`src/rtl/cpu_pkg.sv`:
```
// cpu_pkg
// Shared definitions for the pipelined 64-bit core.
//   cond_e           : 4-bit B.cond condition codes (EQ..NV)
//   FLAG_N..FLAG_V   : bit positions inside a 4-bit NZCV flag vector
//   DATA_W           : default datapath width
//   REG_ADDR_W       : default register-file address width
package cpu_pkg;

  localparam int DATA_W     = 64;
  localparam int REG_ADDR_W = 5;

  localparam int FLAG_N = 3;
  localparam int FLAG_Z = 2;
  localparam int FLAG_C = 1;
  localparam int FLAG_V = 0;

  typedef enum logic [3:0] {
    EQ = 4'h0,
    NE = 4'h1,
    HS = 4'h2,
    LO = 4'h3,
    MI = 4'h4,
    PL = 4'h5,
    VS = 4'h6,
    VC = 4'h7,
    HI = 4'h8,
    LS = 4'h9,
    GE = 4'hA,
    LT = 4'hB,
    GT = 4'hC,
    LE = 4'hD,
    AL = 4'hE,
    NV = 4'hF
  } cond_e;

endpackage

```
`src/rtl/cond_eval.sv`:
```
// cond_eval
// Purely combinational B.cond evaluator, shared with later branch
// predictor / verifier logic.
// Ports:
//   flags     in  4  NZCV vector (bit 3 = N, bit 0 = V)
//   cond      in  4  condition code
//   cond_true out 1  condition holds for the given flags
module cond_eval
  import cpu_pkg::*;
(
  input  logic [3:0] flags,
  input  logic [3:0] cond,
  output logic       cond_true
);

  logic n, z, c, v;

  assign n = flags[FLAG_N];
  assign z = flags[FLAG_Z];
  assign c = flags[FLAG_C];
  assign v = flags[FLAG_V];

  // Straight decode of the condition table; AL and NV both mean "always".
  always_comb begin
    cond_true = 1'b0;
    case (cond_e'(cond))
      EQ: cond_true = z;
      NE: cond_true = ~z;
      HS: cond_true = c;
      LO: cond_true = ~c;
      MI: cond_true = n;
      PL: cond_true = ~n;
      VS: cond_true = v;
      VC: cond_true = ~v;
      HI: cond_true = c & ~z;
      LS: cond_true = ~c | z;
      GE: cond_true = (n == v);
      LT: cond_true = (n != v);
      GT: cond_true = ~z & (n == v);
      LE: cond_true = z | (n != v);
      AL: cond_true = 1'b1;
      NV: cond_true = 1'b1;
      default: cond_true = 1'b0;
    endcase
  end

endmodule

```
`src/rtl/ex_mem_stage.sv`:
```
// ex_mem_stage
// EX/MEM pipeline register of the 64-bit core. Captures ALU result, store
// data, destination and MEM/WB controls, owns the architectural NZCV flag
// register and resolves conditional branches into a registered branch_taken.
// Optional: define EX_MEM_PERF_CNT_EN to add perf_retired / perf_taken
// 32-bit event counters.
// Ports:
//   clk, reset_n                      clock, async active-low reset
//   stall, flush                      hold / kill the instruction in EX
//   in_valid, alu_*, set_flags        EX-stage instruction and ALU flags
//   store_data, rd, reg_write,
//   mem_read, mem_write               data and downstream controls
//   is_bcond/is_cbz/is_cbnz/is_uncond branch class, cond, branch_target
//   out_*                             registered MEM-stage copies
//   branch_taken, out_branch_target   registered branch decision / target
//   flags_q                           committed NZCV
module ex_mem_stage
  import cpu_pkg::*;
#(
  parameter int DATA_W     = cpu_pkg::DATA_W,
  parameter int REG_ADDR_W = cpu_pkg::REG_ADDR_W
) (
  input  logic                  clk,
  input  logic                  reset_n,
  input  logic                  stall,
  input  logic                  flush,
  input  logic                  in_valid,
  input  logic [DATA_W-1:0]     alu_result,
  input  logic                  alu_negative,
  input  logic                  alu_zero,
  input  logic                  alu_overflow,
  input  logic                  alu_carry_out,
  input  logic                  set_flags,
  input  logic [DATA_W-1:0]     store_data,
  input  logic [REG_ADDR_W-1:0] rd,
  input  logic                  reg_write,
  input  logic                  mem_read,
  input  logic                  mem_write,
  input  logic                  is_bcond,
  input  logic                  is_cbz,
  input  logic                  is_cbnz,
  input  logic                  is_uncond,
  input  logic [3:0]            cond,
  input  logic [DATA_W-1:0]     branch_target,
  output logic                  out_valid,
  output logic [DATA_W-1:0]     out_result,
  output logic [DATA_W-1:0]     out_store_data,
  output logic [REG_ADDR_W-1:0] out_rd,
  output logic                  out_reg_write,
  output logic                  out_mem_read,
  output logic                  out_mem_write,
  output logic                  branch_taken,
  output logic [DATA_W-1:0]     out_branch_target,
  output logic [3:0]            flags_q
`ifdef EX_MEM_PERF_CNT_EN
  ,
  output logic [31:0]           perf_retired,
  output logic [31:0]           perf_taken
`endif
);

  logic cond_true;
  logic taken;

  // B.cond looks at the committed flags, so an instruction that both sets
  // flags and branches sees the flags from before itself.
  cond_eval u_cond_eval (
    .flags     (flags_q),
    .cond      (cond),
    .cond_true (cond_true)
  );

  // CBZ/CBNZ test the ALU zero flag; the ALU passes the tested register
  // straight through on those instructions.
  assign taken = is_uncond
               | (is_cbz   &  alu_zero)
               | (is_cbnz  & ~alu_zero)
               | (is_bcond &  cond_true);

  // Stage register. Flush only clears validity and controls; data registers
  // simply hold since their value is don't-care for a killed slot.
  always_ff @(posedge clk or negedge reset_n) begin
    if (!reset_n) begin
      out_valid         <= 1'b0;
      out_result        <= '0;
      out_store_data    <= '0;
      out_rd            <= '0;
      out_reg_write     <= 1'b0;
      out_mem_read      <= 1'b0;
      out_mem_write     <= 1'b0;
      branch_taken      <= 1'b0;
      out_branch_target <= '0;
      flags_q           <= 4'b0000;
    end else if (flush) begin
      out_valid     <= 1'b0;
      out_reg_write <= 1'b0;
      out_mem_read  <= 1'b0;
      out_mem_write <= 1'b0;
      branch_taken  <= 1'b0;
    end else if (!stall) begin
      out_valid         <= in_valid;
      out_result        <= alu_result;
      out_store_data    <= store_data;
      out_rd            <= rd;
      out_reg_write     <= reg_write & in_valid;
      out_mem_read      <= mem_read & in_valid;
      out_mem_write     <= mem_write & in_valid;
      branch_taken      <= taken & in_valid;
      out_branch_target <= branch_target;
      if (in_valid && set_flags) begin
        flags_q <= {alu_negative, alu_zero, alu_carry_out, alu_overflow};
      end
    end
  end

`ifdef EX_MEM_PERF_CNT_EN
  // Event counters follow the same capture condition as the stage register,
  // so they freeze on stall and ignore flushed slots; both wrap naturally.
  always_ff @(posedge clk or negedge reset_n) begin
    if (!reset_n) begin
      perf_retired <= '0;
      perf_taken   <= '0;
    end else if (!flush && !stall) begin
      if (in_valid) begin
        perf_retired <= perf_retired + 32'd1;
      end
      if (in_valid && taken) begin
        perf_taken <= perf_taken + 32'd1;
      end
    end
  end
`endif

endmodule

```
`config.mk`:
```
export PLATFORM = sky130hd
export DESIGN_NAME = ex_mem_stage
export DESIGN_NICKNAME = d
export VERILOG_FILES = /design/src/rtl/cpu_pkg.sv /design/src/rtl/cond_eval.sv /design/src/rtl/ex_mem_stage.sv
export SDC_FILE = /design/constraint.sdc
export NUM_CORES = 1
export LEC_CHECK = 0
export BUFFER_PORTS_ARGS = -buffer_cell sky130_fd_sc_hd__buf_2
export CORE_AREA = 2 2 164 166
export CTS_BUF_LIST = sky130_fd_sc_hd__clkbuf_8
export DETAILED_ROUTE_END_ITERATION = 10
export DIE_AREA = 0 0 166 168
export GPL_TIMING_DRIVEN = 0
export PLACE_DENSITY = 0.56
export SLEW_MARGIN = 20
export SYNTH_ARGS = -nofsm -noshare
export SYNTH_HDL_FRONTEND = slang
export SYNTH_SLANG_ARGS = --single-unit
```
`constraint.sdc`:
```
create_clock -name clk -period 1.9 [get_ports clk]
set_input_delay 0.38 -clock clk [delete_from_list [all_inputs] [get_ports clk]]
set_output_delay 0.38 -clock clk [all_outputs]
set_load 0.02 [all_outputs]
```
== Yosys cells after proc, flatten, opt, wreduce, memory -nomap -nowiden ==
Cells that the tools add are included.

* Register bits after elaboration: 206
* Latch bits: 0
* Bits in writable memories: 0
* ROM bits: 0
* Input port bits: 218
* Output and inout port bits: 206
* Word-level logic and storage cells: 65
* Memories: 0

* Add/subtract/negate cells: 0
* Multipliers: 0
* Div/mod/pow operators: 0
* Magnitude comparators: 0
* Eq/ne operators: 18
* Shifts and indexed selects: 0
* Multiplexer cells: 11
* Bitwise operators: 21
* Reduce and logical (&&, ||, !) cells: 5

{| class="wikitable"
|+ Operators with widths
! kind !! count
|-
| $eq A4 B4 Y1 const B || 8
|-
| $eq A4 B3 Y1 const B || 4
|-
| $pmux W1 S15 || 1
|-
| $mux W1 || 10
|-
| $and A1 B1 Y1 || 9
|-
| $eq A4 B2 Y1 const B || 2
|-
| $not A1 Y1 || 7
|-
| $or A1 B1 Y1 || 5
|-
| $eq A4 B1 Y1 const B || 1
|-
| $logic_not A4 Y1 || 1
|-
| $reduce_and A3 Y1 || 1
|-
| $ne A2 B1 Y1 const B || 1
|-
| $reduce_and A2 Y1 || 1
|-
| $reduce_or A2 Y1 || 1
|-
| $eq A1 B1 Y1 || 1
|-
| $logic_and A1 B1 Y1 || 1
|-
| $ne A1 B1 Y1 || 1
|}

== Logic depth before layout (Yosys ltp) ==
* Word-level depth: 8
* Gate-level depth with buffers: 6
* Gate-level depth less buffers: 5

== Modules after synthesis ==
A second synthesis with hierarchy kept.

* Cells, all modules: 475
* Area total of the unflattened synthesis: 7,920.1 sq um

{| class="wikitable"
|+ By module, submodules not included
! module !! times used !! cells each !! area an instance (sq um) !! seq. area each (sq um)
|-
| ex_mem_stage || 1 || 446 || 7,718.7 || 5,154.9
|-
| cond_eval || 1 || 29 || 201.4 || 0.0
|}

== Least setup slack after synthesis ==
OpenSTA, ideal clock, no wires.

* Kind: input-to-reg
* From: in flush
* To: reg out_branch_target[22]
* Setup time: 125 ps
* Arrival: 1,307 ps
* Data required time: 1,775 ps
* Path slack: 468 ps
* Stages on the path: 5
* Buffers on the path: 3
* Cell sequence: buf_4 nor2_8 buf_6 buf_6 mux2_2

* Word-level cells in the longest chain between the ends: 2

{| class="wikitable"
|+ RTL lines
! item !! RTL line !! text
|-
| start: declaration || ex_mem_stage.sv:26 || <nowiki>input logic flush,</nowiki>
|-
| $not A1 Y1 (no source line) || - ||
|-
| $reduce_and A2 Y1 (no source line) || - ||
|-
| end signal: assignment || ex_mem_stage.sv:109 || <nowiki>out_branch_target <= branch_target;</nowiki>
|-
| end: declaration || ex_mem_stage.sv:53 || <nowiki>output logic [DATA_W-1:0] out_branch_target,</nowiki>
|}

No other way between the ends.
A chain may end at the register's enable or synchronous reset.

== Worst setup path after layout ==
* From: reg flags_q[3]
* To: out flags_q[3]

{| class="wikitable"
|+ RTL lines
! item !! RTL line !! text
|-
| start: declaration || ex_mem_stage.sv:54 || <nowiki>output logic [3:0] flags_q</nowiki>
|-
| start signal: assignment || ex_mem_stage.sv:111 || <nowiki>flags_q <= {alu_negative, alu_zero, alu_carry_out, alu_overflow};</nowiki>
|}

No word-level cell between the ends.

==> run_results.csv <==
group,metric,value,unit
status,status,"completed",
critical_path,start_kind,"register",
synthesis,ys_seq_area_frac,0.646,
clocking,cts.sinks,206,
layout,syn_to_final_growth,42.5,%
detailed_routing,wl_met1,7930,µm
global_route,overflow,0,
detailed_routing,ant_nets,0,
floorplanning,dieArea,27900,µm²
synthesis,ys_top_cells_by_count,"dfrtp_1, mux2_2, buf_6",
critical_path,cp.buffers_inverters,1,
pwr,power,12.5,mW
critical_path,crit_path_max_incr_delay,440,ps
pwr,p_leak,5.60,nW
clocking,clock-root-buffer,"clkbuf_8",
floorplanning,ioPinCount,424,
timing,finalCriticalPeriod,1540,ps
global_route,antenna_found_initial,1,
synthesis,yosys-top-cells-area,"dfrtp_1, mux2_2, buf_6, mux2_1, buf_2",
critical_path,critical_path.slowest_cell,"dfrtp_1",
pwr,powerDensity,1100,nW/µm²
floorplanning,core-area,26400,µm²
synthesis,ys.flop_type,"dfrtp_1",
global_route,grt_pass1_vias,5961,
detailed_routing,post_drt_wl_per_cell,16.4,µm
floorplanning,fp.dieH,168,µm
min_path,min_path_type,"input port to register",
global_route,grt_max_degree,92,
detailed_routing,viasPerCell,4.37,
clocking,cts_setup_buffers,0,
critical_path,cp-end-kind,"primary output",
timing,tightestPinTransition,484,ps
timing,finalHoldViolCount,0,
detailed_routing,routed.top_layer,"met4",
clocking,cts.repair.resized,0,
global_route,grt_first_pass_wirelength,33200,µm
critical_path,worstPathCellList,"buf_2",
synthesis,syn-cell-area,7980,µm²
clocking,cts_tree,"yes",
global_route,grt_use_total,0.150,
synthesis,netlist.area_leader.share,0.646,
placed_design,dp_hpwl,16300,µm
placed_design,placed_cell_area,10600,µm²
synthesis,synth_top_area_cell,"dfrtp_1",
placed_design,place_congestion,0.772,
timing,rsz0062_at_grt,"no",
clocking,clkTransAtPathRegs,60,ps
critical_path,crit_family,"flip-flops",
layout,final_area,11400,µm²
critical_path,worstPathRequired,1520,ps
floorplanning,start_util,0.303,
synthesis,synth_warnings,0,
synthesis,syn_inst,481,
clocking,htreeDepth,2,
detailed_routing,wl_met3,2170,µm
detailed_routing,via_count,5729,
detailed_routing,dr.pass1.iters,4,
timing,max_freq,651,MHz
detailed_routing,dr.first_iter.drc_count,186,
synthesis,synth_cell_type_count,30,
layout,drive_above_1_share,0.717,
pwr,vdd_ir_drop_max,0.598,mV
floorplanning,rows,60,
detailed_routing,wirelength,21500,µm
synthesis,yosysMostFrequentCell,"dfrtp_1",
placed_design,io_buffers,419,
run,cap_violations,0,
detailed_routing,drc,0,
synthesis,syn_nets,699,
critical_path,critPathArrivalTime,1160,ps
clocking,cts_max_path_buffers,3,
timing,relSlewSlack,0.678,
layout,nNetsFinal,1161,
clocking,ctsHoldBuffers,1,
critical_path,worstPathMaxFanout,6,
synthesis,synth-edff-count,0,
timing,fin_tns_setup,0,ps
synthesis,ys_seq_elements,206,
synthesis,synth-async-reset-ratio,1.00,
timing,finalClockSkew,3.19,ps
synthesis,synth.avg_cell_area,16.6,µm²
clocking,clock_latency,510,ps
critical_path,crit_type,"register to primary output",
timing,finalCritPeriodShare,0.809,
floorplanning,die_x,166,µm
clocking,cts_buffers,38,
layout,fill_cells,2507,
timing,setup_viol,0,
timing,report.final.slew_viol_count,0,
detailed_routing,met2_length,10900,µm
-- metrics by stage --
step | worst slack (ps) | hold slack, ps | cells | utilization
2_1_floorplan | 468 | 84.4 | 481 | -
3_3_place_gp | -3290 | 465 | 1241 | 0.399
3_5_place_dp | 163 | 264 | 1243 | 0.401
4_1_cts | 319 | 41.7 | 1309 | 0.431
5_1_grt | 284 | 47.3 | 1309 | 0.431
6_report | 363 | 79.7 | 1310 | 0.432
-- worst paths after layout --
path | start | end | slack, ps | cells past startpoint
min | branch_target[14] | out_branch_target[14] | 80 | 2
max reg2reg | flags_q[2] | branch_taken | 490 | 5
max | flags_q[3] | flags_q[3] | 360 | 1
min in group asynchronous | reset_n | out_branch_target[20] | 320 | 2
min reg2reg | out_branch_target[17] | out_branch_target[17] | 480 | 1
max in group asynchronous | reset_n | out_result[12] | 830 | 3
-- cells by family (layout without fill, tap and decap cells) --
group                     count (synthesis)  in the layout  share of synthesized area
AOI/OAI and AO/OA                        12             12                     0.0108
xor gates and xnor gates                  5              5                    0.00643
buffers and inverters                    26            513                     0.0303
DFF                                     206            206                      0.646
muxes                                   201            201                      0.284
other                                     0              1                          0
and+or+nand+nor                          31             31                     0.0227
-- flip-flops by register name, summed over array words and instances (netlist names) --
signal / flops
out_branch_target: 64
out_reg_write: 1
out_mem_read: 1
out_result: 64
out_store_data: 64
flags_q: 4
out_mem_write: 1
out_valid: 1
branch_taken: 1
out_rd: 5
-- cell usage in the layout, fill, tap and decap left out, types with 2 or more instances in the layout --
| cell | Yosys | routed |
|---|---|---|
| nor2_1 | 8 | 8 |
| buf_16 | 0 | 2 |
| bufinv_16 | 0 | 2 |
| buf_6 | 17 | 17 |
| inv_1 | 0 | 12 |
| clkbuf_8 | 0 | 49 |
| nand2b_1 | 2 | 2 |
| nor3_1 | 2 | 2 |
| mux2_2 | 189 | 189 |
| buf_2 | 7 | 425 |
| nand2_1 | 7 | 7 |
| dfrtp_1 | 206 | 206 |
| nor2b_1 | 2 | 2 |
| a21oi_1 | 4 | 4 |
| nand3b_1 | 3 | 3 |
| o21ai_1 | 2 | 2 |
| xor2_1 | 3 | 3 |
| buf_4 | 2 | 2 |
| mux2_1 | 12 | 12 |
-- layer usage --
| layer | track usage | vias up |
|---|---|---|
| met3 | 0.0609 | 50 |
| met2 | 0.262 | 281 |
| met1 | 0.166 | 2763 |
| li1 | - | 2635 |
| met4 | 0.0529 | 0 |
| met5 | 0 | - |
-- area by class of cell --
cell class	count	area, µm²	area share
antenna	1	2.50	0.000220
clock buffer	49	674	0.0593
sequential	206	5150	0.453
clock inverter	16	118	0.0103
multi-input combinational	249	2580	0.227
tap	341	427	0.0375
timing repair buffer	422	2170	0.191
buffer	26	241	0.0212
-- where the power goes --
part           switching, mW  internal, mW
Combinational           1.60          1.20
Clock                   1.78          2.57
Sequential             0.319          5.04
Total                   3.70          8.80
Power figures use the tool's default switching activity.
